`config.mk`:
```
export PLATFORM = sky130hd
export DESIGN_NAME = acc_22bit_stream
export DESIGN_NICKNAME = d
export VERILOG_FILES = /design/src/rtl/acc_22bit_stream_pkg.sv /design/src/rtl/acc_22bit_stream_fa.sv /design/src/rtl/acc_22bit_stream.sv
export SDC_FILE = /design/constraint.sdc
export NUM_CORES = 1
export LEC_CHECK = 0
export ABC_AREA = 0
export BUFFER_PORTS_ARGS = -buffer_cell sky130_fd_sc_hd__buf_2
export CORE_MARGIN = 3
export CORE_UTILIZATION = 49
export CTS_BUF_LIST = sky130_fd_sc_hd__clkbuf_2
export DETAILED_ROUTE_END_ITERATION = 7
export MAX_ROUTING_LAYER = met4
export PLACE_DENSITY = 0.71
export REMOVE_ABC_BUFFERS = 1
export SLEW_MARGIN = 10
export SYNTH_ARGS = -nofsm -noshare
export SYNTH_HDL_FRONTEND = slang
export SYNTH_HIERARCHICAL = 1
export SYNTH_SLANG_ARGS = --single-unit
```
`constraint.sdc`:
```
create_clock -name clk -period 12.55 [get_ports clk]
set_clock_uncertainty 0.2 [all_clocks]
set_input_delay 1.255 -clock clk [delete_from_list [all_inputs] [get_ports clk]]
set_output_delay 1.255 -clock clk [all_outputs]
set_load 0.02 [all_outputs]
```
`src/rtl/acc_22bit_stream_pkg.sv`:
```
// Shared types and defaults for the 22-bit streaming burst accumulator.
package acc_22bit_stream_pkg;

    typedef enum logic [1:0] {
        IDLE = 2'd0,
        ACC  = 2'd1,
        HOLD = 2'd2
    } acc_state_t;

    localparam int ACC_WIDTH_DEFAULT = 22;
    localparam int CNT_W_DEFAULT     = 8;

endpackage

```
`src/rtl/acc_22bit_stream_fa.sv`:
```
// Ripple-carry adder with [width:1] indexing: bit 1 is the LSB, bit width the MSB.
module FA_22bit #(
    parameter int WIDTH = 22
) (
    input  logic [WIDTH:1] a,
    input  logic [WIDTH:1] b,
    input  logic           cin,
    output logic [WIDTH:1] s,
    output logic           cout
);

    logic carry;

    always_comb begin
        s     = '0;
        carry = cin;
        for (int i = 1; i <= WIDTH; i++) begin
            s[i]  = a[i] ^ b[i] ^ carry;
            carry = (a[i] & b[i]) | (carry & (a[i] ^ b[i]));
        end
        cout = carry;
    end

endmodule

```
`src/rtl/acc_22bit_stream.sv`:
```
// Streaming burst accumulator: sums samples until in_last, then presents
// the total, saturating beat count and sticky overflow on a valid/ready port.
module acc_22bit_stream
    import acc_22bit_stream_pkg::*;
#(
    parameter int WIDTH = ACC_WIDTH_DEFAULT,
    parameter int CNT_W = CNT_W_DEFAULT
) (
    input  logic             clk,
    input  logic             rst_n,
    input  logic             in_valid,
    output logic             in_ready,
    input  logic [WIDTH-1:0] in_data,
    input  logic             in_last,
    output logic             out_valid,
    input  logic             out_ready,
    output logic [WIDTH-1:0] out_sum,
    output logic             out_ovf,
    output logic [CNT_W-1:0] out_count
);

    acc_state_t       state;
    logic [WIDTH-1:0] acc;
    logic             ovf;
    logic [CNT_W-1:0] cnt;

    logic             accept;
    logic             first;
    logic [WIDTH-1:0] add_a;
    logic [WIDTH-1:0] add_s;
    logic             add_c;
    logic             ovf_next;
    logic [CNT_W-1:0] cnt_next;

    assign in_ready = (state != HOLD) | out_ready;
    assign accept   = in_valid & in_ready;
    assign first    = (state == IDLE) | (state == HOLD);
    assign add_a    = first ? '0 : acc;

    FA_22bit #(
        .WIDTH (WIDTH)
    ) u_adder (
        .a    (add_a),
        .b    (in_data),
        .cin  (1'b0),
        .s    (add_s),
        .cout (add_c)
    );

    // A new burst restarts overflow and count; the counter sticks at all-ones.
    assign ovf_next = first ? add_c : (ovf | add_c);
    assign cnt_next = first ? CNT_W'(1)
                    : ((cnt == '1) ? cnt : cnt + CNT_W'(1));

    always_ff @(posedge clk or negedge rst_n) begin
        if (!rst_n) begin
            state     <= IDLE;
            acc       <= '0;
            ovf       <= 1'b0;
            cnt       <= '0;
            out_valid <= 1'b0;
            out_sum   <= '0;
            out_ovf   <= 1'b0;
            out_count <= '0;
        end else if (accept) begin
            acc <= add_s;
            ovf <= ovf_next;
            cnt <= cnt_next;
            if (in_last) begin
                state     <= HOLD;
                out_valid <= 1'b1;
                out_sum   <= add_s;
                out_ovf   <= ovf_next;
                out_count <= cnt_next;
            end else begin
                state     <= ACC;
                out_valid <= 1'b0;
            end
        end else if ((state == HOLD) && out_ready) begin
            state     <= IDLE;
            out_valid <= 1'b0;
        end
    end

endmodule

```
==> results.txt, run 1 <==
Setup repair after global routing left no endpoint under its margin. The remaining antenna violation count is 0. The net count of the finished layout is 459. Of the total synthesized cell area, the portion taken by AND, OR, NAND and NOR gates is 0.2527. The slowest stage of the critical path is the sky130_fd_sc_hd__fa_1 cell.

By area the synthesized netlist is led by sky130_fd_sc_hd__dfrtp_1 48%, sky130_fd_sc_hd__nand2_1 17%, sky130_fd_sc_hd__fa_1 13%, sky130_fd_sc_hd__and2_1 4.3%, sky130_fd_sc_hd__o21ai_0 2.2%. After synthesis, the mean cell area works out to between 9 and 10 sq um. The number of detailed-route iterations in the first pass is 4.

The number of antenna violations at the first check in global routing is 0. The global-route wire length before repair is between 10 and 15 mm. The compound-gate portion of the synthesized area is 0.06627. The worst setup path is launched from an input pin.

The die boundary height came out at just under 90 um. The cell seen most often among critical-path stages is sky130_fd_sc_hd__fa_1. The cell sitting at the root of the clock tree is a sky130_fd_sc_hd__clkbuf_2. Setup violations remaining at the end of the flow were counted as 0.

The count of unresolved DRC violations after routing came out at 0. The number of antenna cells inserted is 0. The setup slack after layout is approximately 2600 ps. The post-synthesis instance area is 0.003342 sq mm. The number of levels in the clock H-tree came out at 3.

For the worst setup path, the data required time is 12,770 ps. In the final layout, the share of cells above drive strength 1 is 0.1957. The max-cap check violation count came out at 0.

The portion of synthesized area spent on multiplexers is 0.005990. STA classifies the critical path endpoint as a flip-flop. The area growth from synthesis to layout is 11.57%. Yosys instantiated no cell more often than sky130_fd_sc_hd__nand2_1. The Yosys step of the flow raised 6 warnings. The detailed router placed about 2.5k vias in this run. The critical path is of the input pin to flip-flop type. The aggregate negative setup slack came out at 0 ps.

The peak supply drop is roughly 0.083 mV. The static leakage came out at roughly 2.0 nW. For this run the aggregate overflow at the end of global routing stands at 0. The most used flip-flop cell after synthesis is sky130_fd_sc_hd__dfrtp_1. In this run the power density over the cells is between 200 and 250 mW/mm^2.

The largest stage delay on the critical path is roughly 400 ps. Row generation in the floorplan step produced 29 rows. The count of buffers added by post-CTS timing repair for setup came out at 0. Of the total synthesized cell area, the portion taken by XOR and XNOR cells is 0.007862. After detailed routing, the average wire length per cell comes to approximately 14 um. sky130_fd_sc_hd__dfrtp_1 takes more of the synthesized area than any other cell. The run finished with clean final reports.

For the pin with the worst max-slew slack, the measured transition is 1091 ps. TritonCTS built the clock tree. The HPWL after detailed placement is 4.453 mm. The detail-routed via count per cell is about 5.1. The number of buffer cells added on primary ports came out at 59. The arrival time of data at the critical path endpoint came out at slightly above 10,000 ps. The synthesized instance count came out at 354. The peak fanout along the critical path is 2. The clock passes through at most 2 buffers.

The type of the tightest min-delay check is flip-flop to flip-flop. The shortest period the worst path allows is roughly 9900 ps. The fraction of synthesized cell area taken by the top area cell type is 0.4792. The number of sinks driven by the clock tree is 64. The number of hold-repair buffers added at the cts stage came out at 0. The final wirelength came out at 6.662 mm. The register clock-pin slew on the reported worst setup and hold paths is 160 ps.

The combinational family with the most area after synthesis is simple AND/OR/NAND/NOR gates. The routability congestion estimate is 0.8621. The max-slew violation total from the final report came out at 0. The via count of the first global-routing pass is 2,546.

The pre-CTS worst setup slack is 2128 ps. The number of DRC markers after the initial detailed-route iteration came out at between 100 and 150. The share of the Yosys chip area taken by registers is 0.4792. The area enclosed by the die boundary is slightly below 0.008 sq mm. The core outline area is about 0.0065 sq mm. In the global route stage, overall resource usage came out at 0.1975. The relative slew slack is 0.2727. The number of storage elements in the synthesis netlist is 64. The adder and majority gate portion of the synthesized area is 0.1355. The commonest cells after synthesis are 151 x sky130_fd_sc_hd__nand2_1, 64 x sky130_fd_sc_hd__dfrtp_1, 23 x sky130_fd_sc_hd__and2_1. The number of buffers added by the clock tree synthesis step came out at 9. The share of synthesized flip-flops with an asynchronous set or reset came out at 1.000. The minimum hold slack is approximately 290 ps.

From left edge to right edge, the die measures 88.59 um. The initial standard-cell utilization of the core is 0.5145. The number of ports placed on the die boundary came out at 60. The number of gates given a new drive strength after cts is 0. The ratio of final minimum period to clock period is 0.7896. Entering global routing, the biggest net connects between 60 and 70 pins. The number of synthesized flops with an enable pin came out at 0. The number of different library cells used by synthesis comes to 35. The number of hold violations in the final report came out at 0. For the worst-skew pair, the clock arrives at the later sink with an insertion delay of 480 ps. The maximum clock rate is between 100 and 150 MHz.
==> path summary, 6_finish.rpt <==
check | slack, ps | cells past startpoint | end | from
setup / recovery | 2640 | 29 | out_sum[21] | in_data[0]
hold / removal | 290 | 2 | acc[2] | acc[2]
setup reg to reg | 2900 | 29 | out_sum[21] | state[0]
hold reg to reg | 290 | 2 | acc[2] | acc[2]
max in group asynchronous | 10890 | 2 | out_ovf | rst_n
min in group asynchronous | 710 | 2 | out_sum[10] | rst_n
==> per-stage QoR <==
| step | util | total power [mW] | instance area, sq um | cells |
|---|---|---|---|---|
| 3_3_place_gp | 0.5583 | 0.6489 | 3626 | 475 |
| 5_1_grt | 0.5741 | 0.8420 | 3729 | 491 |
| 4_1_cts | 0.5741 | 0.7763 | 3729 | 491 |
| 3_5_place_dp | 0.5583 | 0.6592 | 3626 | 475 |
| 2_1_floorplan | - | 0.5562 | 3212 | 336 |
| 6_report | 0.5741 | 0.7670 | 3729 | 491 |
==> critical path: cells and delay by family <==
kind / cells / cell delay (ps)
adders and majority gates: 22 / 8350
buffers and inverters: 5 / 380
and+or+nand+nor: 2 / 150
==> metal layers <==
metal  track usage  part of all wire  routed length [um]  up-vias
li1              -                 -                   -     1227
met1        0.2565              0.47                3160     1197
met2        0.3127              0.47                3114       59
met3       0.03259             0.043                 284       12
met4       0.07418             0.015                 102        0
met5             -                 0                   0        -
==> state kept, by name (all words and copies together) (netlist names) <==
register,cells
cnt,8
ovf,1
out_count,8
state,1
out_valid,1
acc,22
out_ovf,1
out_sum,22
==> layout by cell type (no fill, tap or decap), types with 3 or more instances in the layout <==
cell type	count
sky130_fd_sc_hd__a21oi_1	4
sky130_fd_sc_hd__a31oi_1	5
sky130_fd_sc_hd__and2_1	23
sky130_fd_sc_hd__and3_1	4
sky130_fd_sc_hd__buf_2	59
sky130_fd_sc_hd__buf_4	3
sky130_fd_sc_hd__clkbuf_2	11
sky130_fd_sc_hd__dfrtp_1	64
sky130_fd_sc_hd__fa_1	22
sky130_fd_sc_hd__inv_1	11
sky130_fd_sc_hd__nand2_1	151
sky130_fd_sc_hd__nand3_1	6
sky130_fd_sc_hd__nor2_1	7
sky130_fd_sc_hd__o21ai_0	15
==> cell type report <==
cell class | instances | area [sq um]
Clock buffer | 11 | 55.05
Inverter | 11 | 41.29
Clock inverter | 5 | 47.55
Fill cell | 591 | 2766
Tap cell | 77 | 96.34
Timing Repair Buffer | 62 | 317.8
Sequential cell | 64 | 1602
Multi-Input combinational cell | 261 | 1569
==> kinds of logic (layout without fill, tap and decap cells) <==
family                   count (synthesis)  count (layout)
AO/OA/AOI/OAI                           34              34
XOR/XNOR                                 3               3
adder cells (fa/ha/maj)                 23              23
buffers and inverters                   29              89
flip-flops                              64              64
multiplexers                             2               2
other                                    1               1
AND/OR/NAND/NOR                        198             198
==> where the power goes <==
part | switching (mW) | internal (mW)
clock network | 0.0706 | 0.0459
registers | 0.0422 | 0.286
logic | 0.196 | 0.126
total | 0.309 | 0.458
Power figures use the tool's default switching activity.
==> inputs of run 2 (changes only) <==
--- a/config.mk
+++ b/config.mk
@@ -12,7 +12,7 @@
 export CTS_BUF_LIST = sky130_fd_sc_hd__clkbuf_2
 export DETAILED_ROUTE_END_ITERATION = 7
 export MAX_ROUTING_LAYER = met4
-export PLACE_DENSITY = 0.71
+export PLACE_DENSITY = 0.74
 export REMOVE_ABC_BUFFERS = 1
 export SLEW_MARGIN = 10
 export SYNTH_ARGS = -nofsm -noshare
==> constraint.sdc (replaced) <==
create_clock -name clk -period 9.1 [get_ports clk]
set_clock_uncertainty 0.2 [all_clocks]
set_input_delay 0.91 -clock clk [delete_from_list [all_inputs] [get_ports clk]]
set_output_delay 0.91 -clock clk [all_outputs]
set_load 0.02 [all_outputs]
==> run 2 against run 1 <==
Against the previous run:
- non-clock buffer count is 1 higher
- clock power rose by 38%
- sequential share of layout area fell by 0.55 points
- die area stayed put
- first-iteration DRC count grew 21%
- combinational power increased by 44%
- worst hold slack better by 3.6 ps
==> results.txt, run 2 (synthesis results as in run 1) <==
The maximum clock rate came out at 112.1 MHz. Unrepaired setup endpoints after global routing: false (unchanged). The detail-routed via count per cell came out at 5.022 (was 5.081).

The area enclosed by the die boundary came to 0.007847 sq mm (unchanged). The detailed-route via count is 2,466 (was 2,495). The remaining antenna violation count came out at 0 (unchanged).

The arrival time of data at the critical path endpoint came out at 9140 ps (was 10,130 ps). The area overhead of the layout relative to synthesis came to 13.03% (was 11.57%). The pre-CTS worst setup slack came out at -1040 ps (was 2128 ps). The initial standard-cell utilization of the core is 0.5145 (unchanged). The number of ports placed on the die boundary is 60 (unchanged).

The wire length per cell came out at 14.01 um (was 13.57 um). The count of placed standard cells in the final layout, fillers left out is 491 (unchanged). The critical path launch point type is a flip-flop (was input pin).

The count of filler cells inserted in the layout is 611 (was 591). The count of buffers added by post-CTS timing repair for setup is 0 (unchanged). The number of levels in the clock H-tree came out at 3 (unchanged).

The via count of the first global-routing pass came out at 2,478 (was 2,546). The number of buffer cells added on primary ports came to 59 (unchanged). The terminus of the critical flop-to-flop path was out_sum[21] (unchanged). The number of buffers on the longest clock path came out at 2 (unchanged). The clock insertion delay at the later pin of the skew report came out at 480 ps (about the same). The register clock-pin slew on the reported worst setup and hold paths came out at 170 ps (was 160 ps). Leading cell types in the layout, fill and taps excluded: 151 x sky130_fd_sc_hd__nand2_1, 64 x sky130_fd_sc_hd__dfrtp_1, 59 x sky130_fd_sc_hd__buf_2 (unchanged). The number of setup violations in the final report came out at 0 (unchanged).

The setup slack after layout is 182.4 ps (was 2640 ps). The max-cap check violation count is 0 (unchanged). The library cell contributing the largest single delay on the critical path is sky130_fd_sc_hd__dfrtp_1 (was sky130_fd_sc_hd__fa_1). The count of unresolved DRC violations after routing came out at 0 (unchanged). The static leakage is 1.952 nW (was 1.970 nW). Outcome: finished clean (unchanged). The share of layout cells above drive strength 1 was 0.2440 (was 0.1957). The beginning of the critical path is state[0] (was in_data[0]).

The setup slack of the worst register-to-register path came out at 180 ps (was 2900 ps). The relative slew slack is 0.2805 (was 0.2727). The endpoint class of the critical path is a flip-flop (unchanged). The total power divided by cell area came to 286.2 mW/mm^2 (was 205.7 mW/mm^2).

The number of antenna cells inserted is 0 (unchanged). The power consumption came out at 1.081 mW (was 0.7670 mW). Of the available clock period, the critical path in the final layout requires 0.9800. The instance count after placement with tap cells included came out at 476 (was 475). The number of DRC markers after the initial detailed-route iteration is 127 (was 105). The most common cell after layout, fill and taps aside is sky130_fd_sc_hd__nand2_1 (unchanged). The core outline area came out at 0.006495 sq mm (unchanged). The routability congestion estimate came out at 0.8875 (was 0.8621). The cell seen most often among critical-path stages is sky130_fd_sc_hd__fa_2 (was sky130_fd_sc_hd__fa_1). The TritonCTS clock tree is built (unchanged).

The max-slew violation total from the final report came out at 0 (unchanged). The post-detailed-placement half-perimeter wirelength is 4.674 mm (was 4.453 mm). The number of antenna violations at the first check in global routing came to 0 (unchanged). The transition time of the tightest slew-check pin came out at 1077 ps (was 1091 ps). The largest stage delay on the critical path was 430 ps (was 400 ps).

The number of detailed-route iterations in the first pass came to 4 (unchanged). The type of the tightest min-delay check is flip-flop to flip-flop (unchanged). The overall global routing resource usage came out at 0.2043 (was 0.1975). The peak supply drop came out at 0.1145 mV (was 0.08337 mV). The number of hold violations in the final report came out at 0 (unchanged). The area occupied by multi-input gates is 0.001614 sq mm (was 0.001569 sq mm).

The data required time at the worst endpoint came out at 9320 ps (was 12,770 ps). The pin count of the biggest net entering global routing came to 65 (unchanged). The path depth of the worst reg2reg path came out at 29 (unchanged). The number of sinks driven by the clock tree came to 64 (unchanged). The origin of the critical flop-to-flop path is state[0] (unchanged). The shortest period the worst path allows is ~9000 ps.

The register area came out at 0.001602 sq mm (unchanged). The cell at the root of the clock tree is sky130_fd_sc_hd__clkbuf_2 (unchanged). The peak fanout along the critical path is 2 (unchanged). The number of hold-repair buffers added at the cts stage is 0 (unchanged). The global-route wire length before repair came to 11.79 mm (was 11.55 mm). The horizontal die dimension came out at 88.59 um (unchanged). The total overflow reported by the global router is 0 (unchanged).

Largest registers ranked by flip-flop count: acc: 22 flops, out_sum: 22 flops (unchanged). The number of buffers added by the clock tree synthesis step is 9 (unchanged). The net count of the finished layout came to 460 (was 459). The die boundary height came out at 88.59 um (unchanged). The type of the worst setup path is flip-flop to flip-flop (was input pin to flip-flop). The last element of the critical path is out_sum[21] (unchanged). The final wirelength came out at 6.877 mm (was 6.662 mm). The cell row count came out at 29 (unchanged).
## run 2: cell count changes in the layout (fill, tap and decap cells not counted), sizes merged
cell / delta
clkbuf: -1
buf: +1
## run 2: metrics by stage
step / area, sq um / hold slack, ps / util / TNS, ps
2_1_floorplan: 3212 / 238.0 / - / -1939
3_3_place_gp: 3633 / 249.2 / 0.5594 / -3737
3_5_place_dp: 3633 / 255.6 / 0.5594 / -5286
4_1_cts: 3767 / 293.9 / 0.5800 / 0
5_1_grt: 3777 / 313.0 / 0.5816 / 0
6_report: 3777 / 289.9 / 0.5816 / 0
## run 2: worst max-delay path, delay by kind of cell (launching register included)
family,cells,cell delay [ps]
adder cells (fa/ha/maj),22,7640
flip-flops,1,430
AND/OR/NAND/NOR,3,300
buffers and inverters,4,270
## run 2: worst min-delay path by stage
stage	start	to	slack (ps)	cells past startpoint
2_1_floorplan	acc[16]	acc[16]	240	2
5_1_grt	out_sum[19]	out_sum[19]	310	2
3_5_place_dp	acc[4]	acc[4]	260	2
6_report	out_sum[4]	out_sum[4]	290	2
4_1_cts	acc[0]	acc[0]	290	2
3_3_place_gp	acc[4]	acc[4]	250	2
## run 2: area by class of cell
| cell class | instances | area share |
|---|---|---|
| multi-input combinational | 261 | 0.4273 |
| sequential | 64 | 0.4240 |
| timing repair buffer | 63 | 0.08612 |
| tap | 77 | 0.02551 |
| clock buffer | 10 | 0.01325 |
| clock inverter | 5 | 0.01292 |
| inverter | 11 | 0.01093 |
## run 2: layer usage
layer | up-vias | global-route usage | wire length, um
met5 | - | - | 0
met2 | 57 | 0.3012 | 3190
met3 | 9 | 0.02886 | 240
li1 | 1223 | - | -
met4 | 0 | 0.08654 | 118
met1 | 1177 | 0.2844 | 3327
## run 2: power by group
group | internal (mW) | leakage, nW | switching (mW)
clock | 0.0610 | 0.0690 | 0.100
combinational | 0.186 | 1.09 | 0.278
sequential | 0.395 | 0.798 | 0.0603
## run 2: what timing repair did
item | 4_1_cts | 5_1_grt
gates resized for setup | 14 | 5
pin swaps | 0 | 1
setup endpoints to repair | 6 | 3
